File: config.mk
export PLATFORM = sky130hd
export DESIGN_NAME = led_ctrl
export DESIGN_NICKNAME = d
export VERILOG_FILES = /design/src/rtl/led_pkg.sv /design/src/rtl/led_tick_gen.sv /design/src/rtl/led_ctrl.sv
export SDC_FILE = /design/constraint.sdc
export NUM_CORES = 1
export LEC_CHECK = 0
export BUFFER_PORTS_ARGS = -buffer_cell sky130_fd_sc_hd__buf_4
export CORE_ASPECT_RATIO = 0.9
export CORE_UTILIZATION = 40
export DETAILED_ROUTE_END_ITERATION = 8
export PLACE_DENSITY = 0.7
export SLEW_MARGIN = 25
export SYNTH_ARGS = -nofsm -noshare
export SYNTH_HDL_FRONTEND = slang
export SYNTH_SLANG_ARGS = --single-unit
File: constraint.sdc
create_clock -name CLK -period 1.45 [get_ports CLK]
set_input_delay 0 -clock CLK [delete_from_list [all_inputs] [get_ports CLK]]
set_output_delay 0 -clock CLK [all_outputs]
set_load 0.03 [all_outputs]
File: src/rtl/led_pkg.sv
// Shared constants for the LED controller: channel modes, LED drive levels,
// and an index-width helper that never returns less than one bit.
// No logic; no latency; no flow control.
package led_pkg;

  localparam logic [1:0] MODE_OFF   = 2'b00;
  localparam logic [1:0] MODE_ON    = 2'b01;
  localparam logic [1:0] MODE_BLINK = 2'b10;
  localparam logic [1:0] MODE_PWM   = 2'b11;

  // LED pins sink current: driving low lights the LED.
  localparam logic LED_LIT  = 1'b0;
  localparam logic LED_DARK = 1'b1;

  // Width of an index or counter covering 0..n-1, at least one bit.
  function automatic int idx_w(input int n);
    return (n > 1) ? $clog2(n) : 1;
  endfunction

endpackage

File: src/rtl/led_tick_gen.sv
// Slow time base: prescaler tick plus a shared blink phase.
// Latency: tick is combinational from the prescaler state; blink_phase toggles on the edge after the last tick of a half-period.
// Backpressure: none, free-running.
//
// Ports:
//   clk         system clock, rising edge
//   rst_n       asynchronous active-low reset
//   tick        one-cycle pulse while the prescaler sits at TICK_DIV-1
//   blink_phase 1 = blinking channels lit, 0 = dark; starts at 0
module led_tick_gen import led_pkg::*; #(
  parameter int TICK_DIV    = 50000,
  parameter int BLINK_TICKS = 250
) (
  input  logic clk,
  input  logic rst_n,
  output logic tick,
  output logic blink_phase
);

  localparam int PW = idx_w(TICK_DIV);
  localparam int BW = idx_w(BLINK_TICKS);
  localparam logic [PW-1:0] PRE_LAST   = PW'(TICK_DIV - 1);
  localparam logic [BW-1:0] BLINK_LAST = BW'(BLINK_TICKS - 1);

  logic [PW-1:0] pre_cnt;
  logic [BW-1:0] blink_cnt;

  // The tick coincides with the prescaler wrap cycle.
  assign tick = (pre_cnt == PRE_LAST);

  always_ff @(posedge clk or negedge rst_n) begin
    if (!rst_n) begin
      pre_cnt     <= '0;
      blink_cnt   <= '0;
      blink_phase <= 1'b0;
    end else begin
      pre_cnt <= tick ? '0 : pre_cnt + 1'b1;
      if (tick) begin
        if (blink_cnt == BLINK_LAST) begin
          blink_cnt   <= '0;
          blink_phase <= ~blink_phase;
        end else begin
          blink_cnt <= blink_cnt + 1'b1;
        end
      end
    end
  end

endmodule

File: src/rtl/led_ctrl.sv
// Multi-channel LED driver: per-channel OFF / ON / BLINK / PWM with registered active-low outputs.
// Latency: a write sampled at edge k is visible on LED after edge k+1.
// Backpressure: none; writes are accepted every cycle, writes to nonexistent channels are dropped.
//
// Ports:
//   CLK    system clock, rising edge
//   RST_N  asynchronous active-low reset (LED all dark, modes OFF, counters 0)
//   WE     one-cycle config write strobe
//   WCH    target channel index (ignored when >= NCH)
//   WMODE  00 OFF, 01 ON, 10 BLINK, 11 PWM
//   WDUTY  PWM duty; loaded together with the mode on every write
//   LED    registered LED drive, 0 = lit, 1 = dark
//
// Build option: define LED_CTRL_FADE_EN to make the effective PWM duty
// ramp one step per tick toward the duty register instead of jumping.
module led_ctrl import led_pkg::*; #(
  parameter int NCH         = 4,
  parameter int PWM_W       = 8,
  parameter int TICK_DIV    = 50000,
  parameter int BLINK_TICKS = 250
) (
  input  logic                   CLK,
  input  logic                   RST_N,
  input  logic                   WE,
  input  logic [idx_w(NCH)-1:0]  WCH,
  input  logic [1:0]             WMODE,
  input  logic [PWM_W-1:0]       WDUTY,
  output logic [NCH-1:0]         LED
);

  localparam int CW = idx_w(NCH);

  logic [1:0]       mode_q   [NCH];
  logic [PWM_W-1:0] duty_q   [NCH];
  logic [PWM_W-1:0] eff_duty [NCH];
  logic [PWM_W-1:0] pwm_cnt;
  logic             tick;
  logic             blink_phase;
  logic [NCH-1:0]   led_nxt;

  led_tick_gen #(
    .TICK_DIV    (TICK_DIV),
    .BLINK_TICKS (BLINK_TICKS)
  ) u_tick (
    .clk         (CLK),
    .rst_n       (RST_N),
    .tick        (tick),
    .blink_phase (blink_phase)
  );

  // Config registers. Only indices that exist are compared, so a write
  // with WCH >= NCH matches nothing and leaves every register alone.
  always_ff @(posedge CLK or negedge RST_N) begin
    if (!RST_N) begin
      for (int ch = 0; ch < NCH; ch++) begin
        mode_q[ch] <= MODE_OFF;
        duty_q[ch] <= '0;
      end
    end else begin
      for (int ch = 0; ch < NCH; ch++) begin
        if (WE && (WCH == CW'(ch))) begin
          mode_q[ch] <= WMODE;
          duty_q[ch] <= WDUTY;
        end
      end
    end
  end

  // Free-running PWM counter; natural wrap gives the 2^PWM_W period.
  always_ff @(posedge CLK or negedge RST_N) begin
    if (!RST_N) pwm_cnt <= '0;
    else        pwm_cnt <= pwm_cnt + 1'b1;
  end

`ifdef LED_CTRL_FADE_EN
  logic [PWM_W-1:0] eff_q [NCH];

  // Fade one step per tick toward the target; outside PWM mode the
  // effective duty is parked at 0 so re-entering PWM fades up from dark.
  always_ff @(posedge CLK or negedge RST_N) begin
    if (!RST_N) begin
      for (int ch = 0; ch < NCH; ch++) eff_q[ch] <= '0;
    end else begin
      for (int ch = 0; ch < NCH; ch++) begin
        if (mode_q[ch] != MODE_PWM) begin
          eff_q[ch] <= '0;
        end else if (tick) begin
          if (eff_q[ch] < duty_q[ch])      eff_q[ch] <= eff_q[ch] + 1'b1;
          else if (eff_q[ch] > duty_q[ch]) eff_q[ch] <= eff_q[ch] - 1'b1;
        end
      end
    end
  end

  always_comb begin
    for (int ch = 0; ch < NCH; ch++) eff_duty[ch] = eff_q[ch];
  end
`else
  // Without fading the tick has no consumer in this module.
  logic unused_tick;
  assign unused_tick = tick;

  always_comb begin
    for (int ch = 0; ch < NCH; ch++) eff_duty[ch] = duty_q[ch];
  end
`endif

  // Strict less-than: duty 0 never lights, full-scale duty stops one
  // count short of 100%.
  function automatic logic ch_lit(input logic [1:0]       m,
                                  input logic             ph,
                                  input logic [PWM_W-1:0] cnt,
                                  input logic [PWM_W-1:0] d);
    case (m)
      MODE_OFF:   return 1'b0;
      MODE_ON:    return 1'b1;
      MODE_BLINK: return ph;
      default:    return (cnt < d);
    endcase
  endfunction

  always_comb begin
    led_nxt = '1;
    for (int ch = 0; ch < NCH; ch++) begin
      led_nxt[ch] = ch_lit(mode_q[ch], blink_phase, pwm_cnt, eff_duty[ch]) ? LED_LIT : LED_DARK;
    end
  end

  always_ff @(posedge CLK or negedge RST_N) begin
    if (!RST_N) LED <= '1;
    else        LED <= led_nxt;
  end

endmodule

-- Word-level counts from Yosys, hierarchy flattened
Cells that the tools add are included.
- register bits: 77
- output and inout bits: 4
- add/sub/neg operators: 3
- $lt $le $gt $ge: 4
- eq/ne operators: 13
- muxes and demuxes: 10
- bitwise operators: 1
- reduce and logical (&&, ||, !) cells: 10
- operators by type and width (cell ; number):
    < comparator 8 bit ; 4
    adder 16 x 1 -> 16 bit, second input constant ; 1
    adder 8 x 1 -> 8 bit, second input constant ; 2
    equality test 16 bit, second input constant ; 1
    two-way mux 16 bit ; 1
    equality test 2 bit, second input constant ; 6
    case mux 1 bit (3 select lines) ; 4
    equality test 2 x 1 -> 1 bit, second input constant ; 5
    logical NOT 2 bit ; 5
    equality test 8 bit, second input constant ; 1
    two-way mux 8 bit ; 1
    logical AND 1 bit ; 4
    two-way mux 1 bit ; 4
    AND reduction 2 bit ; 1
    NOT 1 bit ; 1

-- Longest topological paths before layout
- depth in word-level cells: 3
- mapped depth: 6
- gate-level depth less buffers: 6

-- By module
A second synthesis with hierarchy kept.
- cells, all modules: 349
- area total of the unflattened synthesis: 3921.3 sq um
- by module, submodules not included (module ; instances ; cells each ; area an instance (sq um) ; sequential area each (sq um)):
    led_ctrl ; 1 ; 229 ; 2678.8 ; 1306.3
    led_tick_gen ; 1 ; 120 ; 1242.4 ; 625.6

-- Worst setup path after synthesis
Ideal clock, no wire load.
- path kind: reg2reg
- from: reg u_tick.pre_cnt[0]
- to: reg u_tick.blink_cnt[2]
- library setup time: 0.125 ns
- arrival time: 1.384 ns
- path slack: -0.059 ns
- cell stages (with the launch flop): 6
- cells stage by stage: dfrtp_1 -> ha_1 -> and3_2 -> and4_1 -> nand2_1 -> mux2_2
- longest elaborated chain between the ends: 1
- RTL lines (what ; line ; source):
    from (decl) ; led_tick_gen.sv:25 ; logic [PW-1:0] pre_cnt;
    from (signal assigned) ; led_tick_gen.sv:37 ; pre_cnt <= tick ? '0 : pre_cnt + 1'b1;
    equality test 16 bit ; led_tick_gen.sv:29 ; assign tick = (pre_cnt == PRE_LAST);
    to (signal assigned) ; led_tick_gen.sv:43 ; blink_cnt <= blink_cnt + 1'b1;
    to (decl) ; led_tick_gen.sv:26 ; logic [BW-1:0] blink_cnt;
No other way between the ends.
A chain may end at the register's enable or synchronous reset.

-- Worst setup path after layout
- from: reg u_tick.blink_cnt[1]
- to: reg u_tick.blink_cnt[2]
- longest elaborated chain between the ends: 2
- elaborated cells on any way between the ends: 3
- RTL lines (what ; line ; source):
    adder 8 x 1 -> 8 bit or equality test 8 bit (tied branches) ; led_tick_gen.sv:43, led_tick_gen.sv:39 ;
    two-way mux 8 bit (*) ; led_tick_gen.sv:39 ; if (blink_cnt == BLINK_LAST) begin
Every way passes the cells marked *; elsewhere a longest branch is shown, timed or not.

==> results.txt <==
- Share of total power in sequential cells: 0.485
* Count of state elements after synthesis: 77
- Met1 usage in global routing: 0.213
- DIE HEIGHT: slightly below 100 microns
- GR Util met2: 0.289
- Walking the worst path, the cells encountered are inv_2, ha_4, nand4_1, nor3_4, nor2_1, mux2_2.
- Proportion of total power due to net switching: 0.280
- Worst endpoint required time: roughly 1.7 ns
- Pwr per Cell Area: ~1000 nW/um^2
- TritonCTS built the clock tree.
* Number of vias after detailed routing: about 2800
- At the pin with the least slew margin, the transition time is 0.574 ns.
- Clock tree synthesis found a total of 77 sinks.
- Number of H-tree branching levels: 3
- Across the run, the number of max-cap violations was 0.
- Clock-pin slew of the registers on the worst-case setup and hold paths: around 0.08 ns
- From left edge to right edge, the die measures roughly 110 microns.
* Warning count from the yosys run: 0
- The clock passes through at most 2 buffers.
- The count of nets left with antenna violations once routing finished came out at 0.
- The hold violation count in the final report was 0.
- Measured against its own limit, the worst slew margin works out to 0.617.
* Avg Synthesized Cell Area: around 11 sq um
* Net switching power: 1.46 mW
- Min Tclk post-route: 1.55 ns
- The count of pins over their slew limit came to 0.
- Finish-stage setup viols: 9
- After detailed routing, the average wire length per cell comes to 14.8 microns.
* CP max FO: 7
- TritonCTS Buffers: 9
* Unique cell type count in the Yosys netlist: 44
* Synth Instances: 355
* GRT met3 Usage: 0.0530
- For this configuration, the core starts out at a cell density of 0.410.
- Diode insertion count for antenna repair: 0
- CTS placed an instance of sky130_fd_sc_hd__clkbuf_8 at the clock tree root.
- Number of instances on the worst hold path: 3
- Dividing the final minimum period by the clock period gives 1.07.
* Violation count after the first detailed-route iteration: roughly 90
- The die covers 10300 sq um.
* Total core area: 9660 sq um
- In this run the cell area of the synthesized design comes to 3960 sq um.
- Worst Hold Margin: 0.0997 ns
* Fraction of synthesis flops using an asynchronous set or reset pin: 1.00
- Number of enable-type register cells in the synthesized netlist: 0
- Between clock sinks in the finished design, the worst skew comes to 0.00992 ns.
- After layout, the worst setup slack is -0.0994 ns.
* Fmax achieved: 0.645 GHz
* Pin count of the biggest net entering global routing: 41
- Routability-driven placement finished with a final weighted congestion of 0.830.
- Number of iterations in the first detailed-routing pass: 4
- The final layout contains around 480 nets.
- In this run the count of I/O pins placed on the die edge is 19.
- Counting every net in the synthesized netlist gives 402.
* DRC: 0
* Routed WL: 8370 microns
- Number of antenna violations at the first check in global routing: 0
- The worst register-to-register path has a depth of 6.
- RSZ-0062 raised after global routing: true
- Leak: between 2 and 2.5 nW
- Of the cells placed in the final design, the portion with a size suffix greater than 1 is 0.362.
* First-pass GRT wire length: 13500 microns
- Top Usage Layer GRT: met2
- Endpoint kind of the worst setup timing path: register
* Outcome: complete, but fails checks
- Placement row count: 34
- Clock latency on the worst-skew pair, taken at its later pin, is roughly 0.35 ns.
- Longest individual stage delay on the worst path: 0.40 ns
- Routed via count divided by cell count: 5.04
- Of the synthesized area, sequential elements account for 0.488.
- In the synthesized netlist the dominant register cell turns out to be sky130_fd_sc_hd__dfrtp_1.
- Total track usage: 0.172
- At the worst endpoint, the arrival time is 1.79 ns.
* Internal Dissipation: 3.76 mW
- VDD sags by at most approximately 0.68 mV.
- The worst hold path belongs to the class in -> reg.
* Proportion of power drawn by combinational gates: 0.193
* Pre-CTS worst setup slack: -0.125 ns
- Residual overflow from global routing: 0
* Category of the worst setup path launch point: register
- The share of total power dissipated in the clock network is 0.322.
- Detail Placement HPWL: 5600 microns
- Input and output buffers added on the ports amount to 18.
- The critical path is of the reg -> reg type.
- Number of global-route vias before repair: 2903
- Violated checks: negative setup slack
* Crit-path slowest cell: sky130_fd_sc_hd__dfrtp_1
- Compared with the post-synthesis result, the final layout area differs by 29.6%.
## cells in the final DEF, fill, tap and decap left out, types with 6 or more instances in the layout
cell / instances
sky130_fd_sc_hd__a21oi_1: 8
sky130_fd_sc_hd__buf_4: 57
sky130_fd_sc_hd__clkbuf_8: 10
sky130_fd_sc_hd__dfrtp_1: 72
sky130_fd_sc_hd__dlygate4sd3_1: 11
sky130_fd_sc_hd__ha_1: 20
sky130_fd_sc_hd__ha_4: 11
sky130_fd_sc_hd__inv_1: 32
sky130_fd_sc_hd__mux2_2: 34
sky130_fd_sc_hd__nand2_1: 25
sky130_fd_sc_hd__nand3_1: 8
sky130_fd_sc_hd__nand4_1: 13
sky130_fd_sc_hd__nor2_1: 15
sky130_fd_sc_hd__o21ai_0: 10
sky130_fd_sc_hd__o21ai_1: 6
sky130_fd_sc_hd__xnor2_1: 9
sky130_fd_sc_hd__xor2_1: 10
## final cells by class
type                    count  area (sq um)
clock buffers              10           138
clock inverters             6          70.1
fillers                   840          4520
inverters                  35           131
multi-input cells         237          2080
flip-flops and latches     77          1930
well taps                 126           158
repair buffers             74           623
## Yosys cell counts (all sizes together), types with 6 or more instances
master | number | area [sq um]
xnor2 | 9 | 78.8
xor2 | 10 | 87.6
inv | 35 | 131
nand3 | 9 | 45.0
and3 | 7 | 45.1
ha | 32 | 400
nand4 | 13 | 81.3
dfrtp | 73 | 1830
mux2 | 34 | 383
nor3 | 6 | 41.3
o21ai | 18 | 90.1
nor2 | 15 | 56.3
a21oi | 11 | 55.1
nand2 | 26 | 100
## sequential cells by signal, indices dropped and copies added, names as in the netlist
register / cells
mode_q: 8
u_tick.blink_phase: 1
u_tick.blink_cnt: 8
duty_q: 32
LED: 4
pwm_cnt: 8
u_tick.pre_cnt: 16
## metrics by stage
stage / area, sq um / cells / util / setup TNS, ns / total power, mW
final: 5130 / 565 / 0.532 / -0.548 / 5.23
after floorplan: 3970 / 355 / - / 0 / 3.11
after CTS: 4960 / 563 / 0.513 / -0.578 / 5.16
after global placement: 4500 / 528 / 0.466 / -0.0780 / 3.38
after global routing: 5130 / 565 / 0.532 / -1.46 / 5.51
after detailed placement: 4500 / 528 / 0.466 / -0.623 / 3.42
## power by group through the flow
stage                     Sequential, mW  Combinational [mW]  Clock, mW
after global routing                2.56                1.12       1.83
final                               2.53                1.01       1.68
after global placement              2.56               0.814          0
after floorplan                     2.62               0.493          0
after detailed placement            2.57               0.846          0
after CTS                           2.53               0.897       1.74
## final timing paths
kind | slack, ns | from | to
setup / recovery | -0.1 | u_tick.blink_cnt[1] | u_tick.blink_cnt[2]
hold / removal | 0.1 | WCH[0] | mode_q[7]
setup reg to reg | -0.1 | u_tick.blink_cnt[1] | u_tick.blink_cnt[2]
hold reg to reg | 0.49 | u_tick.pre_cnt[15] | u_tick.pre_cnt[15]
max in group asynchronous | 0.73 | RST_N | u_tick.pre_cnt[2]
min in group asynchronous | 0.18 | RST_N | duty_q[11]
## critical path, delay by kind of cell, from the launching register on
kind,cells,cell delay [ns]
multiplexers,1,0.26
buffers and inverters,1,0.09
adder cells (fa/ha/maj),1,0.13
flip-flops,1,0.40
AND/OR/NAND/NOR,3,0.56
## routing by layer
metal,vias up,share of wire
li1,1407,-
met1,1386,0.46
met2,43,0.48
met3,10,0.038
met4,0,0.015
met5,-,0
## what timing repair did
action / 4_1_cts / 5_1_grt
hold buffers: 11 / 0
buffers inserted: 8 / 2
gates resized for setup: 16 / 30
endpoints found under the hold margin: 76 / 0
pin swaps: 19 / 22
setup endpoints to repair: 11 / 22
## cells by family after synthesis
kind of cell / after synthesis / synth area share
AOI/OAI and AO/OA: 44 / 0.0676
DFF: 77 / 0.488
muxes: 39 / 0.109
buffers and inverters: 41 / 0.0449
adders and majority gates: 32 / 0.101
and+or+nand+nor: 103 / 0.148
xor gates and xnor gates: 19 / 0.0420
No activity file was read; power rests on OpenSTA's default activity.
